--- config.mk ---
export PLATFORM = sky130hd
export DESIGN_NAME = hazard_ctrl
export DESIGN_NICKNAME = d
export VERILOG_FILES = /design/src/rtl/hazard_ctrl.sv
export SDC_FILE = /design/constraint.sdc
export NUM_CORES = 1
export LEC_CHECK = 0
export ABC_AREA = 1
export CORE_ASPECT_RATIO = 0.8
export CORE_MARGIN = 2
export CORE_UTILIZATION = 28
export CTS_CLUSTER_DIAMETER = 60
export DETAILED_ROUTE_END_ITERATION = 16
export MAX_ROUTING_LAYER = met4
export PLACE_DENSITY = 0.79
export SYNTH_ARGS = -nofsm -noshare
export SYNTH_HDL_FRONTEND = slang
export SYNTH_SLANG_ARGS = --single-unit
export TNS_END_PERCENT = 5
--- constraint.sdc ---
create_clock -name clk_i -period 1.7 [get_ports clk_i]
set_input_delay 0.425 -clock clk_i [delete_from_list [all_inputs] [get_ports clk_i]]
set_output_delay 0.425 -clock clk_i [all_outputs]
set_load 0.005 [all_outputs]
--- src/rtl/hazard_ctrl.sv ---
// ---------------------------------------------------------------------------
// hazard_ctrl -- pipeline hazard controller for the 5-stage core.
//   Detects load-use hazards between EX and ID, stalls for exactly one cycle,
//   flushes IF_ID on a taken branch, and freezes the whole pipeline while the
//   data memory is busy. Priority: freeze > load-use stall > branch flush.
//   Control outputs are combinational from the state and the current inputs.
//
// Ports:
//   clk_i                   clock, rising edge
//   rst_i                   asynchronous active-low reset
//   ID_RS1addr_i/RS2addr_i  source registers of the instruction in ID
//   ID_Branch_taken_i       branch resolved taken in ID
//   EX_MemRead_i            MemRead of the instruction in EX
//   EX_RDaddr_i             destination register of the instruction in EX
//   dmem_ready_i            data memory ready (0 = access in progress)
//   PC_write_o              PC update enable
//   IFID_write_o            IF_ID load enable
//   IFID_flush_o            replace the IF_ID instruction with a NOP
//   IDEX_bubble_o           zero the control word entering ID_EX
//   freeze_o                hold all pipeline registers
//   stall_cnt_o/flush_cnt_o saturating performance counters
//
// Build option: define HAZARD_PERF_CNT_EN to implement the performance
// counters; otherwise both counter outputs are tied to zero.
// ---------------------------------------------------------------------------
module hazard_ctrl #(
    parameter int unsigned CNT_W = 32
) (
    input  logic             clk_i,
    input  logic             rst_i,
    input  logic [4:0]       ID_RS1addr_i,
    input  logic [4:0]       ID_RS2addr_i,
    input  logic             ID_Branch_taken_i,
    input  logic             EX_MemRead_i,
    input  logic [4:0]       EX_RDaddr_i,
    input  logic             dmem_ready_i,
    output logic             PC_write_o,
    output logic             IFID_write_o,
    output logic             IFID_flush_o,
    output logic             IDEX_bubble_o,
    output logic             freeze_o,
    output logic [CNT_W-1:0] stall_cnt_o,
    output logic [CNT_W-1:0] flush_cnt_o
);

    localparam int unsigned REG_W = 5;

    typedef enum logic [1:0] {
        ST_RUN      = 2'd0,
        ST_LU_STALL = 2'd1,
        ST_FREEZE   = 2'd2
    } state_t;

    state_t state_q;
    state_t state_d;
    logic   lu_c;

    // Load-use hazard; x0 never carries a dependency.
    assign lu_c = EX_MemRead_i
               && (EX_RDaddr_i != REG_W'(0))
               && ((EX_RDaddr_i == ID_RS1addr_i) || (EX_RDaddr_i == ID_RS2addr_i));

    // State register.
    always_ff @(posedge clk_i or negedge rst_i) begin
        if (!rst_i) begin
            state_q <= ST_RUN;
        end else begin
            state_q <= state_d;
        end
    end

    // Next state and control outputs. FREEZE with memory ready behaves as RUN.
    always_comb begin
        state_d       = ST_RUN;
        PC_write_o    = 1'b1;
        IFID_write_o  = 1'b1;
        IFID_flush_o  = 1'b0;
        IDEX_bubble_o = 1'b0;
        freeze_o      = 1'b0;

        if (!rst_i) begin
            // Reset presents a safe pipeline: nothing advances, bubble into EX.
            PC_write_o    = 1'b0;
            IFID_write_o  = 1'b0;
            IDEX_bubble_o = 1'b1;
        end else if (!dmem_ready_i) begin
            PC_write_o   = 1'b0;
            IFID_write_o = 1'b0;
            freeze_o     = 1'b1;
            state_d      = ST_FREEZE;
        end else if (lu_c && (state_q != ST_LU_STALL)) begin
            // Branch is ignored here; it re-resolves once the load data arrives.
            PC_write_o    = 1'b0;
            IFID_write_o  = 1'b0;
            IDEX_bubble_o = 1'b1;
            state_d       = ST_LU_STALL;
        end else begin
            IFID_flush_o = ID_Branch_taken_i;
        end
    end

`ifdef HAZARD_PERF_CNT_EN
    logic [CNT_W-1:0] stall_cnt_q;
    logic [CNT_W-1:0] flush_cnt_q;

    // Saturating counters; the reset bubble is excluded by the async reset.
    always_ff @(posedge clk_i or negedge rst_i) begin
        if (!rst_i) begin
            stall_cnt_q <= '0;
            flush_cnt_q <= '0;
        end else begin
            if (IDEX_bubble_o && !(&stall_cnt_q)) begin
                stall_cnt_q <= stall_cnt_q + CNT_W'(1);
            end
            if (IFID_flush_o && !(&flush_cnt_q)) begin
                flush_cnt_q <= flush_cnt_q + CNT_W'(1);
            end
        end
    end

    assign stall_cnt_o = stall_cnt_q;
    assign flush_cnt_o = flush_cnt_q;
`else
    assign stall_cnt_o = '0;
    assign flush_cnt_o = '0;
`endif

endmodule

**After elaboration in Yosys (flattened, before gate mapping)**

Cells that the tools add are included.
Widths: inputs -> output; s select.

- Magnitude comparators: 0
- Equality and inequality tests: 3
- Bitwise logic cells: 0
- Mux-type cells: 14
- Reduce and logical (&&, ||, !) cells: 5
- Add/sub/neg operators: 0
- Multiply operators: 0
- Div/mod/pow operators: 0
- Shift operators: 0

Operators by type and width:

| cell | number |
|---|---|
| $mux 1 | 12 |
| $eq 5x5->1 | 2 |
| $reduce_bool 5->1 | 1 |
| $mux 2 | 2 |
| $logic_and 1x1->1 | 3 |
| $ne 2x1->1 const B | 1 |
| $logic_or 1x1->1 | 1 |

- Output and inout bits: 69
- Bits in latches: 0
- Bits in writable memories: 0
- Memories: 0
- Bits in registers: 2
- ROM bits: 0

**Longest topological paths before layout**

Gate-level depths: netlist (run 1).

- Depth in word-level cells: 7
- Mapped depth: 10

**Worst setup path before layout (run 1)**

No wires, ideal clock.

- Path type: input to output
- From: input port EX_RDaddr_i[4]
- To: output port PC_write_o
- Stages on the path: 10
- Arrival: 1.057 ns
- Setup slack: 0.218 ns
- Data required time: 1.275 ns
- Cells stage by stage: inv_2 > nand2_1 > nand2_1 > nor2_1 > nand3_1 > nand2_2 > nand2_2 > nand2_2 > inv_1 > buf_4

- Longest elaborated chain between the ends: 7
- Elaborated cells on any way between the ends: 10

Ends and longest elaborated chain:

| what | line | source |
|---|---|---|
| start, declared | 35 | `input logic [4:0] EX_RDaddr_i,` |
| $eq 5x5->1 or $reduce_bool 5->1 (tied branches) | 61, 60 |  |
| $logic_or 1x1->1 or $logic_and 1x1->1 (tied branches) | 61, 60 |  |
| $logic_and 1x1->1 * | 61 | `&& ((EX_RDaddr_i == ID_RS1addr_i) \|\| (EX_RDaddr_i == ID_RS2addr_i));` |
| $logic_and 1x1->1 * | 91 | `end else if (lu_c && (state_q != ST_LU_STALL)) begin` |
| $mux 1 * (3 in a row) | - |  |
| end, declared | 37 | `output logic PC_write_o,` |

Mark *: on every way between the ends. The rest lies on a longest branch, timed or not.

**Worst setup path in the final report (run 1)**

- From: input port EX_RDaddr_i[0]
- To: output port IFID_flush_o

- Longest elaborated chain between the ends: 7
- Elaborated cells on any way between the ends: 10

Ends and longest elaborated chain:

| what | line | source |
|---|---|---|
| $eq 5x5->1 or $reduce_bool 5->1 (tied branches) | 61, 60 |  |
| $logic_or 1x1->1 or $logic_and 1x1->1 (tied branches) | 61, 60 |  |
| $logic_and 1x1->1 * | 61 |  |
| $logic_and 1x1->1 * | 91 |  |
| $mux 1 * | 91 |  |
| $mux 1 * | 86 | `end else if (!dmem_ready_i) begin` |
| $mux 1 * | 81 | `if (!rst_i) begin` |
| end, declared | 39 | `output logic IFID_flush_o,` |

Marks and branches as above.

==> results.yml, run 1 <==
outcome:
  status: "finished clean"
sta:
  setup_slack_ns: 0.0370
  finalCriticalPeriod_ns: 1.66
  finalCritPeriodShare: 0.978
  fin_tns_setup_ns: 0
  drv_slew: 0
  finalClockSkew_ns: 0.00342
  rsz0062_at_grt: "true"
  finalHoldViolCount: 0
  fmax_mhz: 601
  final-setup-viol-count: 0
pwr:
  switchingPower_mw: 0.118
  pwr_density_cell_nw_per_um2: 347
  combPwrFrac: 0.490
  peakVddDrop_mv: 0.160
  p_leak_nw: 0.587
  clkPwrFrac: 0.350
  p_int_mw: 0.193
  swShare: 0.379
  seqPwrFrac: 0.160
  power.total_mw: 0.311
clocking:
  ctsHoldBuffers: 0
  clock_sinks: 2
  clk-insertion-delay-late_ns: 0.23
  clk_pin_slew_worst_paths_ns: 0.03
  h-tree-depth: 1
  cts_root_buf: "clkbuf_4"
  tritoncts: "yes"
  cts_inserted_buffers: 3
  clk_path_buf_depth: 2
finish:
  fillers: 310
  antenna_cells: 0
  synthToLayoutAreaGrowth_pct: 12.0
  largest_reg_flops: 2
  nets: 182
  layout-drive-gt1-share: 0.294
  top_regs: "state_q x2"
  regMostFlops: "state_q"
synth:
  netlist_top_cells_area: "buf_4, nand2_1, dfrtp_1, inv_1, nor2_1"
  synth_top_area_frac: 0.608
  synth_cell_types: 13
  yosysTopAreaCell: "buf_4"
  avgSynthCellArea_um2: 6.17
  ys_ff_latch: 2
  syn-instance-count: 130
  syn_area_um2: 802
  yosys_warnings: 0
  ys_seq_area_frac: 0.0624
placement:
  portBuffers: 24
  place_congestion: 0.758
  dp_slack_ns: -0.793
  dpl.hpwl_um: 1130
floorplan:
  die_x_um: 63.8
  die_h_um: 51.9
  initial_core_util: 0.292
  io_pins: 89
  dieArea_um2: 3310
  row_count: 17
  coreArea_um2: 2740
grt:
  gr-total-overflow: 0
  grt_pass1_wl_um: 1870
  met2_usage: 0.130
  antenna_found_initial: 0
  grt_max_degree: 6
  grtUsageMet1: 0.0839
  gr-max-usage-layer: "met2"
  grt_pass1_vias: 440
  grt_usage: 0.0775
  use_met3: 0.0152
critical_path:
  crit_required_ns: 1.27
  crit_top_cell: "nand2_2"
  cp_max_fo: 5
  r2r_cells: 8
  crit_start: "EX_RDaddr_i[0]"
  cp_slowest_cell: "buf_8"
  cp-end-kind: "output port"
  reg2reg_from: "state_q[0]"
  crit_path_start_kind: "input pin"
  cpPeakStageDelay_ns: 0.11
  arrival_ns: 1.24
  crit_type: "input pin to output port"
  worstPathCellList: "buf_8, nor2_2, nor2_2, nor2_1, nand3_1, nand2_2, nand2_2, nand2_2, nor2_1, buf_2"
flow_run:
  max-cap-violations: 0
drt:
  first_pass_iters: 2
  vias: 597
  wl_um: 1290
  drc_errors: 0
  drt_iter0_drc: 4
  wire_per_inst_um: 6.49
  postRouteAntennaNets: 0
  vias_per_cell: 3.02
worst_hold_path:
  hp-class: "input pin to async pin"
## final cells by class
type | count | area [um^2] | share of cell area
repair buffers | 29 | 246 | 0.274
flip-flops and latches | 2 | 50.0 | 0.0557
well taps | 38 | 47.5 | 0.0529
clock buffers | 3 | 22.5 | 0.0251
inverters | 18 | 71.3 | 0.0794
multi-input cells | 108 | 460 | 0.513
## cell usage in the layout (no fill, tap or decap), drive strengths merged
cell           synthesis  layout
xnor2                  2       2
clkdlybuf4s15          0       2
dlygate4sd2            0       3
nand2                 25      25
inv                   17      17
clkinv                 1       1
buf                   65      23
conb                   1      64
clkbuf                 0       3
nor2                  12      12
clkdlybuf4s50          0       1
dfrtp                  2       2
o211ai                 1       1
nand3                  3       3
nand4                  1       1
## critical path, delay by kind of cell
kind | cells | cell delay (ns)
buf+inv | 2 | 0.22
simple gates | 8 | 0.59
## kinds of logic after synthesis
logic type                count (synthesis)  synth area share
buffers and inverters                    83             0.693
AOI/OAI and AO/OA                         1           0.00936
DFF                                       2            0.0624
xor gates and xnor gates                  2            0.0218
other                                     1           0.00468
and+or+nand+nor                          41             0.209
## final timing paths
| check | endpoint | slack [ns] |
|---|---|---|
| worst max-delay path | IFID_flush_o | 0.04 |
| worst min-delay path | state_q[1] | 0.26 |
| worst max register to register | state_q[0] | 0.56 |
| worst min register to register | state_q[0] | 0.99 |
| max in group asynchronous | state_q[0] | 1.35 |
| min in group clk_i | state_q[1] | 0.61 |
## stage by stage
step                      utilization  instance area, um^2  cells  hold slack [ns]
after global placement          0.314                  861    193            0.768
after global routing            0.327                  898    198            0.279
final                           0.327                  898    198            0.262
after detailed placement        0.314                  861    193            0.773
after CTS                       0.304                  835    197            0.263
after floorplan                     -                 1040    193            0.129
## power by group through the flow
stage                     combinational (mW)  sequential (mW)  clock (mW)
after floorplan                        0.180           0.0502           0
after global placement                 0.146           0.0503           0
after detailed placement               0.148           0.0503           0
after CTS                              0.134           0.0498       0.113
after global routing                   0.174           0.0498       0.117
final                                  0.152           0.0498       0.109
## cell usage after synthesis, drive strengths merged
master and instances:
dfrtp 2, inv 17, conb 1, nand4 1
o211ai 1, clkinv 1, nor2 12, xnor2 2
buf 65, nand3 3, nand2 25
## what timing repair did
item / 4_1_cts / 5_1_grt
pin swaps: 26 / 21
buffers inserted: 1 / 1
gates resized for setup: 90 / 18
endpoints found under the setup margin: 5 / 4
## layer usage
metal	share of wire	routed length [um]
met3	0.094	121
met1	0.36	465
met4	0.015	19
met5	0	0
met2	0.53	680
Note: power is estimated with default switching activity, not from simulation.
==> run 2, diff against run 1 <==
--- a/config.mk
+++ b/config.mk
@@ -8,11 +8,11 @@
 export ABC_AREA = 1
 export CORE_ASPECT_RATIO = 0.8
 export CORE_MARGIN = 2
-export CORE_UTILIZATION = 28
+export CORE_UTILIZATION = 25
 export CTS_CLUSTER_DIAMETER = 60
 export DETAILED_ROUTE_END_ITERATION = 16
 export MAX_ROUTING_LAYER = met4
-export PLACE_DENSITY = 0.79
+export PLACE_DENSITY = 0.75
 export SYNTH_ARGS = -nofsm -noshare
 export SYNTH_HDL_FRONTEND = slang
 export SYNTH_SLANG_ARGS = --single-unit
==> constraint.sdc (replaced) <==
create_clock -name clk_i -period 1.48 [get_ports clk_i]
set_input_delay 0.37 -clock clk_i [delete_from_list [all_inputs] [get_ports clk_i]]
set_output_delay 0.37 -clock clk_i [all_outputs]
set_load 0.005 [all_outputs]
==> results.yml, run 2 (synthesis results as in run 1) <==
pwr:
  pwr_density_cell_nw_per_um2: 483
  p_leak_nw: 0.600
  peakVddDrop_mv: 0.325
critical_path:
  worstPathCellList: "clkdlybuf4s15_2, xnor2_2, nand3_1, nand2_2, nand2_2, nand2_2, nor2_1, buf_2"
  crit_path_start_kind: "input pin"
  crit_required_ns: 1.11
  cp_max_fo: 2
  arrival_ns: 1.19
  cpPeakStageDelay_ns: 0.20
  cp_slowest_cell: "clkdlybuf4s15_2"
  crit_type: "input pin to output port"
  crit_top_cell: "nand2_2"
  cp-end-kind: "output port"
placement:
  dpl.hpwl_um: 1160
  portBuffers: 24
  dp_slack_ns: -0.895
  place_congestion: 0.746
floorplan:
  initial_core_util: 0.260
  io_pins: 89
  row_count: 18
  die_x_um: 67.3
  die_h_um: 54.7
  dieArea_um2: 3680
  coreArea_um2: 3090
sta:
  finalClockSkew_ns: 0.00249
  setup_slack_ns: -0.0830
  finalCriticalPeriod_ns: 1.56
  drv_slew: 0
  fmax_mhz: 640
  finalHoldViolCount: 0
  finalCritPeriodShare: 1.06
  final-setup-viol-count: 4
  holdWs_ns: 0.232
  rsz0062_at_grt: "true"
clocking:
  h-tree-depth: 1
  clock_sinks: 2
  clk_pin_slew_worst_paths_ns: 0.03
  tritoncts: "yes"
  clk-insertion-delay-late_ns: 0.21
  cts_inserted_buffers: 3
  ctsHoldBuffers: 0
  cts_root_buf: "clkbuf_8"
  clk_path_buf_depth: 2
outcome:
  status: "complete, but fails checks"
  violations: "setup timing"
drt:
  vias_per_cell: 3.08
  vias: 613
  wire_per_inst_um: 6.67
  first_pass_iters: 4
  drt_iter0_drc: 13
  postRouteAntennaNets: 0
  wl_um: 1330
  drc_errors: 0
finish:
  regMostFlops: "state_q"
  layout-drive-gt1-share: 0.277
  nets: 181
  largest_reg_flops: 2
  top_regs: "state_q x2"
  synthToLayoutAreaGrowth_pct: 13.7
  layout_commonest_cell: "conb_1"
  antenna_cells: 0
  mostFrequentLayoutCells: "conb_1, nand2_1, inv_1, buf_2"
flow_run:
  max-cap-violations: 0
grt:
  grt_pass1_wl_um: 1650
  grt_max_degree: 6
  grt_usage: 0.0653
  gr-total-overflow: 0
  antenna_found_initial: 0
  grt_pass1_vias: 415
worst_hold_path:
  hp-class: "input pin to async pin"
## run 2: changes by cell type in the layout (fill, tap and decap cells not counted), moves of 2 or more
cell / delta
clkbuf_4: -3
buf_6: -2
inv_1: +2
clkbuf_8: +3
## run 2: layer usage
metal  vias up  global-route usage  wire length [um]
met3         6              0.0370               169
met2        43               0.106               701
met5         -                   -                 0
met1       256              0.0585               422
met4         0              0.0476                34
li1        308                   -                 -
## run 2: timing repair
item                                    4_1_cts  5_1_grt
endpoints found under the setup margin        6        4
buffers inserted                              1        0
gates resized for setup                      92       11
pin swaps                                    24       15
## run 2: through the flow
step / total power [mW] / cells / TNS, ns / util / instance area (um^2)
after floorplan: 0.265 / 193 / 0 / - / 1040
after global placement: 0.225 / 195 / -4.18 / 0.280 / 863
after detailed placement: 0.228 / 195 / -4.21 / 0.280 / 863
after CTS: 0.438 / 199 / -0.379 / 0.286 / 883
after global routing: 0.483 / 199 / -0.578 / 0.296 / 912
final: 0.440 / 199 / -0.280 / 0.296 / 912
## run 2: final timing paths
| path | start | end | slack (ns) | depth (start not counted) |
|---|---|---|---|---|
| max | ID_RS2addr_i[3] | IFID_flush_o | -0.08 | 8 |
| min | rst_i | state_q[1] | 0.23 | 2 |
| max reg2reg | state_q[0] | state_q[0] | 0.47 | 7 |
| min reg2reg | state_q[1] | state_q[0] | 0.88 | 6 |
| max in group asynchronous | rst_i | state_q[0] | 1.16 | 2 |
| min in group clk_i | dmem_ready_i | state_q[1] | 0.50 | 2 |
## run 2: critical path, delay by kind of cell
family | cells | cell delay (ns)
xor+xnor | 1 | 0.15
simple gates | 5 | 0.36
buf+inv | 2 | 0.32
## run 2: power breakdown
group          total (mW)  switching (mW)  internal [mW]
clock               0.211          0.0389          0.172
sequential         0.0573        0.000444         0.0568
combinational       0.172          0.0985         0.0739
total               0.440           0.138          0.302
## run 2: area by class of cell
class | count | area (um^2)
clock buffers | 3 | 41.3
fillers | 366 | 2170
inverters | 18 | 68.8
multi-input cells | 108 | 468
flip-flops and latches | 2 | 50.0
well taps | 40 | 50.0
repair buffers | 28 | 234
